`src/rtl/matriz_scan_driver.sv`:
```
// matriz_scan_driver
//
// Double-buffered row-scan driver for a ROWS x COLS LED matrix panel.
// The host fills a back buffer one row at a time. A swap request copies
// the back buffer into the front buffer at the next frame boundary, so a
// displayed frame never mixes old and new content. Each row slot lasts DIV
// cycles, and its first BLANK cycles are dark to suppress ghosting.
//
// Ports
//   clk          system clock, rising edge
//   rst          asynchronous active-high reset
//   en           scan enable; 0 holds the scan position and darkens the panel
//   wr_en        write wr_data into back-buffer row wr_row on this edge
//   wr_row       back-buffer row index; values >= ROWS are ignored
//   wr_data      row pattern, bit i lights column i
//   swap_req     request a back->front copy at the next frame boundary
//   swap_pending a swap has been requested but not yet applied
//   row_sel      one-hot row enable, all-zero while dark
//   col_data     column pattern of the active row, zero while dark
//   frame_start  one-cycle pulse in the first cycle of each new frame
//
// Handshake: there is no back-pressure. wr_en and swap_req are sampled on
// every rising edge and always take effect on that edge.
//
// Every output is a register loaded from next-state values. The outputs in
// a cycle therefore describe the (row, cnt) position held in that cycle, and
// en takes effect on the outputs from the cycle after the edge that sampled it.
module matriz_scan_driver #(
  parameter int ROWS  = 5,
  parameter int COLS  = 7,
  parameter int DIV   = 1000,
  parameter int BLANK = 8,
  localparam int RW   = (ROWS > 1) ? $clog2(ROWS) : 1,
  localparam int CW   = (DIV > 1) ? $clog2(DIV) : 1
) (
  input  logic            clk,
  input  logic            rst,
  input  logic            en,
  input  logic            wr_en,
  input  logic [RW-1:0]   wr_row,
  input  logic [COLS-1:0] wr_data,
  input  logic            swap_req,
  output logic            swap_pending,
  output logic [ROWS-1:0] row_sel,
  output logic [COLS-1:0] col_data,
  output logic            frame_start
);

  // Scan position and buffers
  logic [CW-1:0]   cnt, cnt_n;
  logic [RW-1:0]   row, row_n;
  logic [COLS-1:0] front   [ROWS];
  logic [COLS-1:0] front_n [ROWS];
  logic [COLS-1:0] back    [ROWS];
  logic [COLS-1:0] back_n  [ROWS];
  logic            pending, pending_n;

  // Registered-output next values
  logic [ROWS-1:0] row_sel_n;
  logic [COLS-1:0] col_data_n;
  logic            frame_start_n;

  logic cnt_last;
  logic row_last;
  logic boundary;
  logic lit;

  always_comb begin
    cnt_last = (cnt == CW'(DIV - 1));
    row_last = (row == RW'(ROWS - 1));
    // The frame boundary is the edge that leaves the last slot of the last row.
    boundary = en && cnt_last && row_last;

    cnt_n = cnt;
    row_n = row;
    if (en) begin
      if (cnt_last) begin
        cnt_n = '0;
        row_n = row_last ? '0 : row + 1'b1;
      end else begin
        cnt_n = cnt + 1'b1;
      end
    end

    // The write is merged first, so a swap on the same edge copies it too.
    back_n = back;
    if (wr_en && (int'(wr_row) < ROWS)) begin
      back_n[wr_row] = wr_data;
    end

    // A request arriving on the boundary edge is served immediately and
    // never shows up as pending.
    front_n   = front;
    pending_n = pending;
    if (boundary && (pending || swap_req)) begin
      front_n   = back_n;
      pending_n = 1'b0;
    end else if (swap_req) begin
      pending_n = 1'b1;
    end

    lit        = en && (int'(cnt_n) >= BLANK);
    row_sel_n  = '0;
    col_data_n = '0;
    if (lit) begin
      row_sel_n[row_n] = 1'b1;
      col_data_n       = front_n[row_n];
    end

    frame_start_n = boundary;
  end

  always_ff @(posedge clk or posedge rst) begin
    if (rst) begin
      cnt         <= '0;
      row         <= '0;
      pending     <= 1'b0;
      row_sel     <= '0;
      col_data    <= '0;
      frame_start <= 1'b0;
      for (int r = 0; r < ROWS; r++) begin
        front[r] <= '0;
        back[r]  <= '0;
      end
    end else begin
      cnt         <= cnt_n;
      row         <= row_n;
      pending     <= pending_n;
      row_sel     <= row_sel_n;
      col_data    <= col_data_n;
      frame_start <= frame_start_n;
      for (int r = 0; r < ROWS; r++) begin
        front[r] <= front_n[r];
        back[r]  <= back_n[r];
      end
    end
  end

  assign swap_pending = pending;

endmodule

```
`config.mk`:
```
export PLATFORM = sky130hd
export DESIGN_NAME = matriz_scan_driver
export DESIGN_NICKNAME = d
export VERILOG_FILES = /design/src/rtl/matriz_scan_driver.sv
export SDC_FILE = /design/constraint.sdc
export NUM_CORES = 1
export LEC_CHECK = 0
export CAP_MARGIN = 20
export CORE_MARGIN = 2
export CORE_UTILIZATION = 50
export DETAILED_ROUTE_END_ITERATION = 6
export PLACE_DENSITY = 0.81
export SYNTH_ARGS = -nofsm -noshare
export SYNTH_HDL_FRONTEND = slang
export SYNTH_SLANG_ARGS = --single-unit
```
`constraint.sdc`:
```
create_clock -name clk -period 3.5 [get_ports clk]
set_clock_uncertainty 0.1 [all_clocks]
set_input_delay 0.7 -clock clk [delete_from_list [all_inputs] [get_ports clk]]
set_output_delay 0.7 -clock clk [all_outputs]
set_load 0.02 [all_outputs]
```
==> metrics.md <==
| Metric | Value |
|---|---|
| Slowest stage delay, CP | `0.59 ns` |
| Class of the worst hold path | `reg -> reg` |
| Tmin final | `2.88 ns` |
| Synth unique cells | `45` |
| Yosys warns | `0` |
| Relative slew slack | `56.1%` |
| Vias in the first global route | `2,694` |
| Tot Pwr | `0.00243 W` |
| Initial DRC Count | `129` |
| Hold path cells | `1` |
| Global placer's final weighted congestion | `0.868` |
| DRT antenna net count | `0` |
| Sequential-to-total area share from yosys stat | `57.7%` |
| CTS tree | `done` |
| Leakage power | `2.19 nW` |
| TNS Setup | `0 ns` |
| Top cell family by delay on the critical path | `buffers and inverters` |
| Post-Synthesis Cells | `321` |
| Post-CTS setup repair buffer count | `0` |
| Max Root-Sink Buffers | `2` |
| Peak fanout along the critical path | `7` |
| Starting Density | `51.5%` |
| Initial antenna violation count | `0` |
| Post-synthesis instance area | `4210 um2` |
| Top-count cell post-synth | `dfrtp_1` |
| Synth area leader | `dfrtp_1` |
| Critical Path RT | `3.62 ns` |
| Cell breakdown of the critical path | `clkdlybuf4s50_1 > nand2_1 > nor3_2 > buf_4 > mux2_2 > mux2_2 > a2111oi_0 > nor3b_1` |
| Max layer used | `met4` |
| # DRC | `0` |
| Pwr Density | `498 nW/um2` |
| Max IR drop VDD | `0.000237 V` |
| Post-layout net count | `378` |
| Site Rows | `33` |
| Critical Path Most Common Cell | `mux2_2` |
| Levels on crit path | `8` |
| FFs w/ async S/R, synth | `100%` |
| Arrival time at the worst endpoint | `3.00 ns` |
| I/O pin count | `29` |
| FF-to-FF path depth | `7` |
| First-pass GRT wire length | `13.7 mm` |
| Largest net degree at the start of global routing | `48` |
| Area of the die | `9170 um2` |
| DR WL/cell | `17.8 um` |
| Grt total ovfl | `0` |
| Tot GR Track Use | `20.1%` |
| Die Y | `95.8 um` |
| Worst path bufs/invs | `2` |
| Layout cells sized above 1 | `28.0%` |
| Post-synth EDFFs | `0` |
| Worst-Margin Slew | `0.658 ns` |
| CTS resizes | `0` |
| Worst setup SP type | `primary input` |
| Final Routed Wirelength | `8.36 mm` |
| Met3 WL post-DR | `281 um` |
| Post-synth top area share | `57.7%` |
| F_max | `0.348 GHz` |
| Clk sinks | `97` |
| Die X-Extent | `95.8 um` |
| Largest cells by area after synthesis | `dfrtp_1 58%, mux2_2 16%, mux2i_1 2.4%` |
| Max-cap violations | `0` |
| Clk Latency, worst-skew pair | `0.36 ns` |
| Setup CP Type | `in -> reg` |
| Status | `finished clean` |
| CTS H-Tree Depth | `3` |
| Synth Net Count | `339` |
| TritonCTS Buffers | `9` |
| Top post-synthesis cells by count | `97 x dfrtp_1, 58 x mux2_2, 19 x a21oi_1` |
| Main synth FF type | `dfrtp_1` |
| Slew Viols, Final | `0` |
| Routed via count | `2,729` |
| CTS Hold Buffers Added | `0` |
| Clock root buffer | `clkbuf_8` |
| Final setup viols | `0` |
| First-pass DRT Iterations | `4` |
| Area Growth Syn to Fin | `16.1%` |
| Worst path slowest cell | `clkdlybuf4s50_1` |
| Wl on met1 | `3.71 mm` |
| Final worst-path cycle share | `82.2%` |
| Met2 wire length | `4.14 mm` |
| Core ar. | `8180 um2` |
| Port buffer count | `28` |
| Crit end category | `flop` |
| Hold WS | `0.398 ns` |
| RSZ-0062 raised after global routing | `false` |
| Antenna Diode Count | `0` |
| DR vias/cell | `5.82` |
| Final hold violation count | `0` |
| Flops & latches, synth | `97` |
| Worst-path clk slew | `0.09 ns` |
| Mean post-synth cell area | `13.1 um2` |
| Hpwl dp | `5.51 mm` |
-- kinds of logic (layout without fill, tap and decap cells) --
group           Yosys count  after routing  synth area share [%]
flops                    97             97                  57.7
compound gates           58             58                  9.18
xor+xnor                  7              7                  1.46
buf+inv                  29             72                  3.39
mux                      68             68                  17.9
simple gates             59             59                  9.54
fa+ha+maj                 3              3                 0.892
-- final timing paths --
kind	start	endpoint	slack, ns
worst max-delay path	wr_row[0]	col_data[0]	0.62
worst min-delay path	back[24]	back[24]	0.40
worst max register to register	cnt[0]	col_data[0]	0.73
worst min register to register	back[24]	back[24]	0.40
max in group asynchronous	rst	front[16]	1.82
min in group asynchronous	rst	frame_start	0.64
-- report_power, final --
group	internal (W)	leakage (nW)	switching, W
Sequential	0.00125	1.27	0.0000952
Combinational	0.000187	0.827	0.000187
Clock	0.000345	0.0981	0.000370
-- metal layers --
metal	vias up	global-route usage [%]
li1	1256	-
met1	1388	26.9
met2	64	31.9
met3	21	3.37
met4	0	9.76
met5	-	0
-- per-stage QoR --
stage / utilization, % / std cells / area (um2) / setup WS [ns]
after global placement: 57.4 / 454 / 4690 / 0.420
after CTS: 59.8 / 469 / 4890 / 0.661
after global routing: 59.8 / 469 / 4890 / 0.471
final: 59.8 / 469 / 4890 / 0.622
after floorplan: - / 321 / 4210 / 0.166
after detailed placement: 57.4 / 454 / 4690 / 0.271
-- registers in the layout, indices dropped and copies added (netlist names) --
signal	flops
row_sel	5
front	35
col_data	7
row	3
swap_pending	1
frame_start	1
back	35
cnt	10
-- cells in the final DEF (no fill, tap or decap), types with 7 or more instances in the layout --
cell and count:
buf_4 15, dfrtp_1 97, a21oi_1 19, xnor2_1 7
mux2i_1 10, a22oi_1 8, mux2_2 58, clkbuf_8 10
inv_1 8, nor2_1 16, nand3_1 7, clkdlybuf4s50_1 28
-- area by class of cell --
type / count / area [um2]
clock buffer: 10 / 138
timing repair buffer: 45 / 433
clock inverter: 5 / 56.3
multi-input combinational: 195 / 1660
tap: 105 / 131
sequential: 97 / 2430
inverter: 12 / 46.3
fill: 643 / 3290
-- worst reg2reg max path, delay by kind of cell, from the launching register on --
kind	cells	cell delay, ns
adders and majority gates	1	0.24
and+or+nand+nor	3	0.72
AOI/OAI and AO/OA	1	0.49
DFF	1	0.42
muxes	1	0.39
buffers and inverters	1	0.29
(Power assumes the default switching activity.)
